===== config.mk =====
export PLATFORM = sky130hd
export DESIGN_NAME = question_bank
export DESIGN_NICKNAME = d
export VERILOG_FILES = /design/src/rtl/question_bank.sv
export SDC_FILE = /design/constraint.sdc
export NUM_CORES = 1
export LEC_CHECK = 0
export ABC_AREA = 1
export CORE_AREA = 4 4 230 232
export CTS_CLUSTER_DIAMETER = 50
export DETAILED_ROUTE_END_ITERATION = 10
export DIE_AREA = 0 0 234 236
export PLACE_DENSITY = 0.87
export SKIP_CTS_REPAIR_TIMING = 1
export SLEW_MARGIN = 20
export SYNTH_ARGS = -nofsm -noshare
export SYNTH_HDL_FRONTEND = slang
export SYNTH_SLANG_ARGS = --single-unit

===== constraint.sdc =====
create_clock -name CLK -period 5.9 [get_ports CLK]
set_clock_uncertainty 0.2 [all_clocks]
set_input_delay 0.885 -clock CLK [delete_from_list [all_inputs] [get_ports CLK]]
set_output_delay 0.885 -clock CLK [all_outputs]
set_load 0.005 [all_outputs]

===== src/rtl/question_bank.sv =====
// question_bank: writable question store for the factorisation game.
// Holds NUM_Q packed {LEVEL, ANSER, NUM_ARRAY} entries and serves one entry per
// request in sequential, pseudo-random or direct-index order. An optional level
// filter applies, and a used mask keeps scans from repeating an entry.
module question_bank #(
  parameter int NUM_Q = 16,
  parameter int ARR_W = 36,
  parameter int ANS_W = 8,
  parameter int LEV_W = 2,
  parameter int IDX_W = $clog2(NUM_Q)
) (
  input  logic                         CLK,
  input  logic                         RST,
  input  logic                         WE,
  input  logic [IDX_W-1:0]             WADDR,
  input  logic [LEV_W+ANS_W+ARR_W-1:0] WDATA,
  input  logic                         REQ,
  input  logic [1:0]                   MODE,
  input  logic [LEV_W-1:0]             LEVEL_SEL,
  input  logic [IDX_W-1:0]             REQ_ID,
  input  logic                         CLR_USED,
  output logic [ARR_W-1:0]             NUM_ARRAY,
  output logic [ANS_W-1:0]             ANSER,
  output logic [LEV_W-1:0]             LEVEL,
  output logic [IDX_W-1:0]             Q_ID,
  output logic                         VALID,
  output logic                         EMPTY,
  output logic                         BUSY,
  output logic [IDX_W:0]               REMAIN
);

  localparam int ENT_W = LEV_W + ANS_W + ARR_W;
  localparam logic [IDX_W:0]   QN      = (IDX_W+1)'(NUM_Q);
  localparam logic [IDX_W-1:0] LAST_ID = IDX_W'(NUM_Q - 1);
  localparam logic [15:0]      QN16    = 16'(NUM_Q);

  typedef enum logic {S_IDLE, S_SCAN} state_t;

  state_t              state_q, state_d;
  logic [ENT_W-1:0]    mem_q [NUM_Q];
  logic [ENT_W-1:0]    mem_d [NUM_Q];
  logic [NUM_Q-1:0]    used_q, used_d;
  logic [IDX_W-1:0]    last_q, last_d;
  logic [15:0]         lfsr_q, lfsr_d;
  logic [IDX_W-1:0]    ptr_q, ptr_d;
  logic [IDX_W:0]      cnt_q, cnt_d;
  logic                dir_q, dir_d;
  logic [LEV_W-1:0]    lsel_q, lsel_d;
  logic [ARR_W-1:0]    arr_q, arr_d;
  logic [ANS_W-1:0]    ans_q, ans_d;
  logic [LEV_W-1:0]    lev_q, lev_d;
  logic [IDX_W-1:0]    qid_q, qid_d;
  logic                valid_q, valid_d;
  logic                empty_q, empty_d;
  logic [IDX_W:0]      remain_q, remain_d;

  logic                busy;
  logic                in_range;
  logic [IDX_W-1:0]    rd_idx;
  logic [ENT_W-1:0]    rd_entry;
  logic                lev_match;
  logic                hit;
  logic                exhausted;

  // Advance an index by one, wrapping NUM_Q-1 back to 0.
  function automatic logic [IDX_W-1:0] inc_wrap(input logic [IDX_W-1:0] p);
    if ({1'b0, p} >= QN - 1'b1) return '0;
    return p + 1'b1;
  endfunction

  // Galois LFSR step for x^16+x^14+x^13+x^11.
  function automatic logic [15:0] lfsr_step(input logic [15:0] s);
    return s[0] ? ((s >> 1) ^ 16'hB400) : (s >> 1);
  endfunction

  assign busy = (state_q == S_SCAN);

  // State register; CLR_USED and RST both force the machine back to IDLE.
  always_ff @(posedge CLK) begin
    if (RST) state_q <= S_IDLE;
    else     state_q <= state_d;
  end

  // Evaluate the entry under the scan pointer (direct indices may be out of range).
  always_comb begin
    in_range  = ({1'b0, ptr_q} < QN);
    rd_idx    = in_range ? ptr_q : '0;
    rd_entry  = mem_q[rd_idx];
    lev_match = (lsel_q == '0) || (rd_entry[ENT_W-1 -: LEV_W] == lsel_q);
    hit       = busy && (dir_q ? in_range : (!used_q[rd_idx] && lev_match));
    exhausted = busy && !hit && (dir_q || (cnt_q + 1'b1 == QN));
  end

  // Next-state logic: a request opens a scan, a hit or exhaustion closes it.
  always_comb begin
    state_d = state_q;
    case (state_q)
      S_IDLE:  if (REQ) state_d = S_SCAN;
      S_SCAN:  if (hit || exhausted) state_d = S_IDLE;
      default: state_d = S_IDLE;
    endcase
    if (CLR_USED) state_d = S_IDLE;
  end

  // Datapath next values: memory writes, request capture, scan step, serve.
  always_comb begin
    mem_d    = mem_q;
    used_d   = used_q;
    last_d   = last_q;
    lfsr_d   = lfsr_step(lfsr_q);
    ptr_d    = ptr_q;
    cnt_d    = cnt_q;
    dir_d    = dir_q;
    lsel_d   = lsel_q;
    arr_d    = arr_q;
    ans_d    = ans_q;
    lev_d    = lev_q;
    qid_d    = qid_q;
    valid_d  = 1'b0;
    empty_d  = 1'b0;
    remain_d = remain_q;

    // The write lands on the request edge, so a scan started there sees it.
    if (WE && !busy && ({1'b0, WADDR} < QN)) mem_d[WADDR] = WDATA;

    if (!busy && REQ) begin
      dir_d  = (MODE == 2'd2);
      lsel_d = LEVEL_SEL;
      cnt_d  = '0;
      case (MODE)
        2'd1:    ptr_d = IDX_W'(lfsr_q % QN16);
        2'd2:    ptr_d = REQ_ID;
        default: ptr_d = inc_wrap(last_q);
      endcase
    end else if (hit) begin
      arr_d   = rd_entry[ARR_W-1:0];
      ans_d   = rd_entry[ARR_W +: ANS_W];
      lev_d   = rd_entry[ENT_W-1 -: LEV_W];
      qid_d   = ptr_q;
      valid_d = 1'b1;
      used_d[rd_idx] = 1'b1;
      if (!used_q[rd_idx]) remain_d = remain_q - 1'b1;
      if (!dir_q) last_d = ptr_q;
    end else if (exhausted) begin
      empty_d = 1'b1;
    end else if (busy) begin
      ptr_d = inc_wrap(ptr_q);
      cnt_d = cnt_q + 1'b1;
    end

    // Clearing the used mask wins over everything, including a same-cycle hit.
    if (CLR_USED) begin
      used_d   = '0;
      remain_d = QN;
      last_d   = LAST_ID;
      valid_d  = 1'b0;
      empty_d  = 1'b0;
      arr_d    = arr_q;
      ans_d    = ans_q;
      lev_d    = lev_q;
      qid_d    = qid_q;
    end
  end

  // Datapath registers; the question memory is deliberately kept across reset.
  always_ff @(posedge CLK) begin
    mem_q <= mem_d;
    if (RST) begin
      used_q   <= '0;
      last_q   <= LAST_ID;
      lfsr_q   <= 16'hACE1;
      ptr_q    <= '0;
      cnt_q    <= '0;
      dir_q    <= 1'b0;
      lsel_q   <= '0;
      arr_q    <= '0;
      ans_q    <= '0;
      lev_q    <= '0;
      qid_q    <= '0;
      valid_q  <= 1'b0;
      empty_q  <= 1'b0;
      remain_q <= QN;
    end else begin
      used_q   <= used_d;
      last_q   <= last_d;
      lfsr_q   <= lfsr_d;
      ptr_q    <= ptr_d;
      cnt_q    <= cnt_d;
      dir_q    <= dir_d;
      lsel_q   <= lsel_d;
      arr_q    <= arr_d;
      ans_q    <= ans_d;
      lev_q    <= lev_d;
      qid_q    <= qid_d;
      valid_q  <= valid_d;
      empty_q  <= empty_d;
      remain_q <= remain_d;
    end
  end

  assign NUM_ARRAY = arr_q;
  assign ANSER     = ans_q;
  assign LEVEL     = lev_q;
  assign Q_ID      = qid_q;
  assign VALID     = valid_q;
  assign EMPTY     = empty_q;
  assign BUSY      = busy;
  assign REMAIN    = remain_q;

endmodule


==> results of run 1 <==
-- area by class of cell --
cell class	count	area, sq um
Sequential cell	842	24200
Timing Repair Buffer	157	1490
Tap cell	680	851
Clock inverter	31	287
Fill cell	2807	13800
Clock buffer	118	2340
Inverter	122	468
Multi-Input combinational cell	1495	7570
-- worst max-delay path: stages (launching register included) --
cell	delay, ns
dfxtp_4	0.86
inv_8	0.46
nand2_1	0.20
nand3_1	0.09
nand2_1	0.11
nand2_1	0.07
nand4_1	0.16
o21ai_0	0.10
nand2_1	0.10
nand3_2	0.12
nand2_4	0.20
nand3_4	0.78
nor3_1	0.82
nor2_1	0.08
-- cells by family after synthesis --
family / Yosys count
DFF: 842
and+or+nand+nor: 801
AOI/OAI and AO/OA: 673
buffers and inverters: 294
xor gates and xnor gates: 11
adders and majority gates: 10
-- power by group through the flow --
stage               combinational, mW  clock, mW  sequential, mW
global route                     1.26       5.43            6.62
CTS                              1.15       5.16            6.61
global placement                 1.06          0            6.73
finish                           1.19       5.16            6.62
floorplan                       0.715          0            6.71
detailed placement               1.12          0            6.74
-- placed cells by master, fill, tap and decap left out, types with 2 or more instances in the layout --
cell             instances
edfxtp_1               736
nor2_1                 433
o21ai_0                373
nand2_1                232
o22ai_1                176
clkdlybuf4s50_1        120
inv_1                  118
dfxtp_1                104
a22o_1                  90
clkbuf_16               85
nand3_1                 47
buf_4                   36
nor3_1                  34
a21oi_1                 31
clkbuf_1                24
nor2_4                  19
nand4_1                 15
nor3_2                  11
ha_1                    10
clkinv_2                10
clkbuf_8                 9
xor2_1                   7
clkinv_1                 6
xnor2_1                  4
or2_2                    4
bufinv_16                4
inv_8                    3
clkinv_4                 3
clkinvlp_4               3
inv_2                    2
nand4_2                  2
inv_6                    2
dfxtp_4                  2
-- final timing paths --
path | from | end
worst min register to register | lfsr_q[9] | lfsr_q[8]
worst max-delay path | ptr_q[0] | NUM_ARRAY[10]
worst max register to register | ptr_q[0] | NUM_ARRAY[10]
worst min-delay path | lfsr_q[9] | lfsr_q[8]
-- flip-flops by register name, indices dropped and copies added, names as in the netlist, 2 cells and up --
register   cells
NUM_ARRAY     36
ANSER          8
REMAIN         5
ptr_q          4
lsel_q         2
cnt_q          5
last_q         4
mem_q        736
LEVEL          2
lfsr_q        16
Q_ID           4
used_q        16
-- per-layer routing --
layer	vias to the layer above	wire length (microns)	track usage
li1	9679	-	-
met1	10800	29600	0.409
met2	1995	41700	0.496
met3	344	11300	0.0703
met4	0	3920	0.140
met5	-	0	0
==> results.md, run 1 <==
* Relative slew slack at 0.191
* RSZ-0062 raised after global routing: no
* Unique masters post-synth at 32
* Initial DRC count at approximately 4200
* Starting Density at 0.644
* Yosys top cell area share at 0.673
* Fmax at 215 MHz
* Peak supply drop at 231 uV
* Xor and xnor area share after synthesis at 0.00294
* Cell row count at between 80 and 90
* Simple-Gate Fraction of Synth Area at 0.0997
* Routed WL at about 87000 microns
* Placed cell area at between 30000 and 40000 sq um
* Asr flop ratio synth at 0
* LEAKAGE at ~13 nW
* Synth Register Bits at approximately 840
* Synth-to-layout area growth at 13.4%
* ANT nets after route at 0
* Synth Area in Adders at 0.00381
* Initial antenna violation count at 0
* DP HPWL at roughly 45000 microns
* CP required at a little over 6 ns
* Most frequent cell after synthesis: edfxtp_1
* I/O pin count at 121
* Total global routing overflow at 0
* Synth Area per Inst at approximately 12 sq um
* Antenna Cells at 0
* Fin nets at 2774
* Kind of critical path: register to register
* Via density at between 6 and 7
* Outcome: completed
* Vias in the first global route at 22700
* Psw at slightly above 3 mW
* Clock share of power at 0.398
* Min cycle time layout at between 4 and 5 ns
* Pint at just under 10 mW
* Core Util, Final at 0.730
* Crit. End Element: register
* H-tree depth at 3
* Synth Net Count at about 2700
* Clock-pin slew on the worst setup and hold paths at around 0.060 ns
* Fin. Hold Viols at 0
* Synthesized netlist cell count at roughly 2600
* Num Clock Sinks at between 800 and 900
* Hold Path Depth at 2
* Die Ht at approximately 240 microns
* Final Cycle Share at 0.788
* Clock tree buffer depth at 3
* GP Congestion at 0.840
* Worst slew pin tran at about 1.2 ns
* Clock root cell: clkbuf_16
* Combinational share of power at 0.092
* EDFF count, synth at around 740
* Port bufs at 120
* Sw Share at 0.239
* CTS tree: built
* GR Util All Layers at 0.309
* Iteration count of the initial detailed-routing pass at 6
* Placed cell count at ~3300
* Maxcap violations at 0
* Synthesized cell area at 32800 sq um
* Worst hold path type: register to register
* Synth area leaders: edfxtp_1, dfxtp_1, o21ai_0
* Compound-cell area share of the yosys netlist at 0.120
* Seq pwr share at 0.510
* Setup TNS Final at 0 ns
* Min Hold Slack at 0.208 ns
* Wire per inst at 25.1 microns
* Final Power at roughly 13 mW
* Largest net degree at the start of global routing at roughly 160
* Leading cell types by count after synthesis: edfxtp_1, nor2_1, o21ai_0
* R2R setup slack at 1.25 ns
* Setup violations, final at 0
* Largest family of logic cells by synthesized area: compound AO/OA/AOI/OAI gates
* Total CTS buffers at 83
* Die area at roughly 55000 sq um
* Skew-Pair Late Insertion Delay at 0.66 ns
* Seq/Total Area, Yosys at 0.738
* Core Area at about 51000 sq um
* Global-route wire length before repair at 131000 microns
* Ys flop type: edfxtp_1
* Largest area contributor in the netlist: edfxtp_1
* Startpoint Class: register
* Final Cell Area at between 30000 and 40000 sq um
* DR vias at roughly 23000
* Pre-CTS WS at 1.44 ns
* Critical Path Fanout Max at around 160
* Fin worst setup slack at about 1.3 ns
* Worst Path Arrival at approximately 4.9 ns
* Count of pins over their slew limit at 0
* Cells on worst reg2reg path at 13
* Post-route DRC at 0
* Fin cells at approximately 3400
* Die Wd at 234 microns
* Power per Cell Area at around 350 nW/um^2
* Ys Warns at 0
* Share of layout cells above drive strength 1 at 0.0727
* Mux contribution to synthesized area at 0
Power figures use the tool's default switching activity.
==> inputs of run 2 (changes only) <==
--- a/config.mk
+++ b/config.mk
@@ -6,11 +6,11 @@
 export NUM_CORES = 1
 export LEC_CHECK = 0
 export ABC_AREA = 1
-export CORE_AREA = 4 4 230 232
+export CORE_AREA = 4 4 237 239
 export CTS_CLUSTER_DIAMETER = 50
 export DETAILED_ROUTE_END_ITERATION = 10
-export DIE_AREA = 0 0 234 236
-export PLACE_DENSITY = 0.87
+export DIE_AREA = 0 0 241 243
+export PLACE_DENSITY = 0.82
 export SKIP_CTS_REPAIR_TIMING = 1
 export SLEW_MARGIN = 20
 export SYNTH_ARGS = -nofsm -noshare
==> constraint.sdc (replaced) <==
create_clock -name CLK -period 4.75 [get_ports CLK]
set_clock_uncertainty 0.2 [all_clocks]
set_input_delay 0.7125 -clock CLK [delete_from_list [all_inputs] [get_ports CLK]]
set_output_delay 0.7125 -clock CLK [all_outputs]
set_load 0.005 [all_outputs]
==> run 2 against run 1 <==
Effect of this change: die area increased by 6.0%; core utilization down 3.2 points; highest routed layer is now met5; via count down 3.8%; power grew 23%; hold slack is essentially flat; wire length fell by 6.9%; sequential share of layout area down 0.55 points; fmax rose by 26%; clock-buffer cell count fell by 4; first-iteration DRC count decreased by 27%; register-to-register slack worse by 0.19 ns; sequential power up 24%.
==> results.md, run 2 (synthesis gave the netlist of run 1 again) <==
* Outcome: completed
* Routed WL at 80500 microns (-6.9%)
* Total CTS buffers at 83 (unchanged)
* Cell depth of the worst setup path at 8 (-5)
* RSZ-0062 raised after global routing: no
* Clock root cell: clkbuf_16
* Met3 wire len at 8660 microns (-24%)
* CTS tree: built
* Cells on worst reg2reg path at 8 (-5)
* Register area at 24200 sq um (unchanged)
* Core Area at 53800 sq um (+5.5%)
* Crit path to: NUM_ARRAY[12]
* Largest net degree at the start of global routing at 259 (+63%)
* Die area at 58600 sq um (+6.0%)
* Fmax at 271 MHz (+26%)
* Min cycle time layout at 3.68 ns (-0.962 ns)
* Peak supply drop at 337 uV (+46%)
* Relative slew slack at 0.194 (+0.00363)
* Clock tree buffer depth at 3 (unchanged)
* Iteration count of the initial detailed-routing pass at 6 (unchanged)
* Setup TNS Final at 0 ns (unchanged)
* M1 WL at 29700 microns (+0.46%)
* GR Util All Layers at 0.270 (-0.0399)
* Crit-path slowest cell: buf_4
* Clock-pin slew on the worst setup and hold paths at 0.06 ns (about the same)
* Placed cell count at 3325 (+0.88%)
* Skew-Pair Late Insertion Delay at 0.63 ns (-0.03 ns)
* Worst hold path type: register to register
* GP Congestion at 0.815 (-3.0%)
* CP required at 5.11 ns (-1.07 ns)
* Fin. Hold Viols at 0 (unchanged)
* Initial DRC count at 3027 (-27%)
* Worst slew pin tran at 1.21 ns (-0.00544 ns)
* Cell row count at 85 (+2.4%)
* I/O pin count at 121 (unchanged)
* Min Hold Slack at 0.208 ns (+0.000242 ns)
* Wire per inst at 23.1 microns (-7.9%)
* Commonest non-fill, non-tap cell in the layout: edfxtp_1
* Final Cycle Share at 0.776 (-0.0119)
* Critical Path Max Stage Delay at 0.81 ns (-0.05 ns)
* Via density at 6.32 (-4.8%)
* Area of the multi-input gates at 7570 sq um (unchanged)
* LEAKAGE at 13.0 nW (+1.1%)
* Port bufs at 120 (unchanged)
* Crit Reg-Reg Startpoint: ptr_q[0]
* Starting Density at 0.610 (-0.0338)
* Count of pins over their slew limit at 0 (unchanged)
* Post-route DRC at 0 (unchanged)
* DR vias at 22000 (-3.8%)
* Met2 wire length at 39300 microns (-5.7%)
* FF-to-FF End: NUM_ARRAY[12]
* Critical path, cell by cell: buf_4 > buf_16 > buf_4 > o21ai_0 > o22ai_1 > a22o_1 > nor3_2 > nor2_1
* Vias in the first global route at 21600 (-4.9%)
* Worst path most repeated cell: buf_4
* Crit. End Element: register
* Setup violations, final at 0 (unchanged)
* Commonest non-fill, non-tap cells in the layout: edfxtp_1, nor2_1, o21ai_0
* Synth-to-layout area growth at 14.4%
* Startpoint Class: register
* Die Wd at 241 microns (+3.0%)
* H-tree depth at 3 (unchanged)
* Setup crit start: ptr_q[0]
* Critical Path Fanout Max at 96 (-39%)
* Total global routing overflow at 0 (unchanged)
* Power per Cell Area at 426 nW/um^2 (+22%)
* Initial antenna violation count at 3 (+3)
* Fill cell count at 3394 (+21%)
* Largest reg by FF count: mem_q
* R2R setup slack at 1.07 ns (-0.19 ns)
* Maxcap violations at 0 (unchanged)
* Critical path buffer and inverter count at 3 (+2)
* Final Power at 16.0 mW (+23%)
* Max FFs per register at 736 (unchanged)
* Global-route wire length before repair at 122000 microns (-6.7%)
* Core Util, Final at 0.698 (-0.0324)
* Worst hold start: lfsr_q[6]
* Crit path max-delay family: buffers and inverters
* Worst Path Arrival at 4.05 ns (-0.88 ns)
* Share of layout cells above drive strength 1 at 0.0765 (+0.00384)
* Num Clock Sinks at 842 (unchanged)
* Kind of critical path: register to register
* Die Ht at 243 microns (+3.0%)
* DP HPWL at 43100 microns (-4.3%)
* Fin nets at 2788 (+0.50%)
* ANT nets after route at 0 (unchanged)
* Fin cells at 3481 (+1.0%)
* Highest routed layer: met5
-- run 2: how the worst min path moves through the flow --
stage	cells after the start	end
finish	1	lfsr_q[5]
global route	1	lfsr_q[5]
CTS	2	lfsr_q[4]
detailed placement	1	lfsr_q[11]
global placement	2	lfsr_q[9]
floorplan	2	lfsr_q[14]
-- run 2: power breakdown --
| part | internal, mW | switching (mW) | leakage (nW) |
|---|---|---|---|
| logic | 0.451 | 0.981 | 4.15 |
| clock network | 3.64 | 2.71 | 1.30 |
| registers | 8.15 | 0.0692 | 7.51 |
-- run 2: layer usage --
layer	up-vias	global-route usage
li1	9719	-
met1	10700	0.358
met2	1341	0.444
met3	235	0.0583
met4	4	0.0947
met5	-	0
-- run 2: through the flow --
| step | cell area (sq um) | setup WS, ns |
|---|---|---|
| finish | 37600 | 1.07 |
| global route | 37500 | 0.795 |
| CTS | 37500 | 0.981 |
| detailed placement | 34900 | 1.02 |
| global placement | 34900 | 1.06 |
| floorplan | 32800 | 1.09 |
-- run 2: area by class of cell --
class	count	share of cell area
Tap cell	696	0.0232
Clock buffer	114	0.0614
Multi-Input combinational cell	1495	0.201
Inverter	122	0.0125
Clock inverter	39	0.00936
Sequential cell	842	0.645
Timing Repair Buffer	171	0.0467
Antenna cell	2	0.000133
==> patch (config.mk and constraints of run 1) <==
Make the reset (`RST`) asynchronous in one clocked block.
--- a/src/rtl/question_bank.sv
+++ b/src/rtl/question_bank.sv
@@ -77,5 +77,5 @@
 
   // State register; CLR_USED and RST both force the machine back to IDLE.
-  always_ff @(posedge CLK) begin
+  always_ff @(posedge CLK or posedge RST) begin
     if (RST) state_q <= S_IDLE;
     else     state_q <= state_d;
Check against the original RTL: not equivalent (a bounded check fails within 4 cycles, from zero or initial values and one cycle with RST high; the reset may be asserted at any time).
==> patch against run 1 <==
Sequential cell count stayed put. Highest routed layer is now met5. Via count is 1.6% lower. Synthesized area is 0.73% higher. Cell area is 0.76% higher. Worst setup slack better by 160 ps. Critical endpoint is now used_q[2]$_SDFFE_PP0P_. Wire length is 2.2% lower. Power is 5.5% higher. Critical path type unchanged.
==> patch: results (changes against run 1) <==
* Status: complete, no violations
* First-pass GRT wire length at 128000 um (-2.4%)
* Min-Delay Startpoint: lfsr_q[15]$_SDFF_PP1_
* Top cells by count, synth: edfxtp_1, nor2_1, o21ai_0
* DP Wirelength at 45700 um (+1.5%)
* Critical Path Max Stage Delay at 670 ps (-190 ps)
* Synth Area in XOR/XNOR at 0.00291 (-0.0000213)
* Hold EP: lfsr_q[14]$_SDFF_PP0_
* Nets at 2788 (+0.50%)
* RD Place Congestion at 0.884 (+5.2%)
* CP Capture Point: used_q[2]$_SDFFE_PP0P_
* R2R cell count at 16 (+3)
* CTS Buf Count at 81 (-2.4%)
* Cell family with most CP delay: simple AND/OR/NAND/NOR gates
* Port Buffers at 120 (unchanged)
* Async S/R FF share, synth at 0.00119 (+0.00119)
* Final Non-Filler Cells at 3462 (+0.49%)
* Clock Pin Slew Worst Setup and Hold Paths at 60 ps (about the same)
* Fin Hold WS at 200 ps (-7.83 ps)
* Max-slew headroom at 0.233 (+0.0422)
* Leakage at 13.0 nW (+1.0%)
* Area post-placement at 34900 um^2 (+0.71%)
* Total GRT Usage at 0.303 (-0.00661)
* Setup slack at placement at 1630 ps (+191 ps)
* Internal at 0.0101 W (+2.8%)
* Mapped Cells at 2644 (+0.49%)
* CP max FO at 71 (-55%)
* Drt first pass iters at 6 (unchanged)
* Maximum VDD drop at 0.263 mV (+14%)
* Post-synth EDFFs at 736 (unchanged)
* Initial antenna violation count at 4 (+4)
* Routed vias at 22498 (-1.6%)
* CP startpoint: ptr_q[0]$_SDFFE_PP0P_
* Synth Warn # at 0 (unchanged)
* Final Hold Viols at 0 (unchanged)
* Layout cells sized above 1 at 0.0874 (+0.0147)
* Adder-cell share of the synthesized area at 0.00378 (-0.0000277)
* Flop2flop setup slack at 1410 ps (+160 ps)
* Htree depth at 3 (unchanged)
* Compound-Gate Fraction of Synth Area at 0.119 (-0.00113)
* Fin crit share at 0.761 (-0.0270)
* CP max stage cell: buf_4
* Worst-skew pair later-pin latency at 620 ps (-40 ps)
* Syn Nets at 2717 (+0.48%)
* Final wirelength at 84700 um (-2.2%)
* Count of cell types in the netlist at 35 (+9.4%)
* Largest net degree at the start of global routing at 281 (+77%)
* Placed Cells at 3311 (+0.46%)
* Synth top area share at 0.668 (-0.00489)
* Reg with most FFs: mem_q
* Max Root-Sink Buffers at 3 (unchanged)
* Post-synthesis mux area share at 0 (unchanged)
* 1st-iter DRT viols at 3514 (-16%)
* Worst hold stages at 2 (unchanged)
* Main area contributors after synthesis: edfxtp_1, dfxtp_1, o21ai_0
* Sequential share of the synthesized area at 0.733 (-0.00521)
* CTS Root Cell: clkbuf_16
-- patch: layout make-up --
type,count,area (um^2)
Clock inverter,39,358
Timing Repair Buffer,160,1550
Antenna cell,2,5.00
Tap cell,680,851
Fill cell,2897,13500
Sequential cell,842,24200
Clock buffer,109,2270
Multi-Input combinational cell,1503,7760
Inverter,127,487
-- patch: layer usage --
| metal | vias to the layer above | track usage | share of wire |
|---|---|---|---|
| met5 | - | 0 | 0.00032 |
| met3 | 297 | 0.0671 | 0.12 |
| met2 | 1749 | 0.484 | 0.48 |
| met4 | 4 | 0.144 | 0.043 |
| li1 | 9715 | - | - |
| met1 | 10733 | 0.399 | 0.35 |
-- patch: power by group through the flow --
stage	registers [W]	clock network, W	logic [W]
finish	0.00667	0.00515	0.00186
global route	0.00668	0.00545	0.00199
CTS	0.00667	0.00517	0.00181
detailed placement	0.00679	0	0.00177
global placement	0.00679	0	0.00169
floorplan	0.00675	0	0.00120
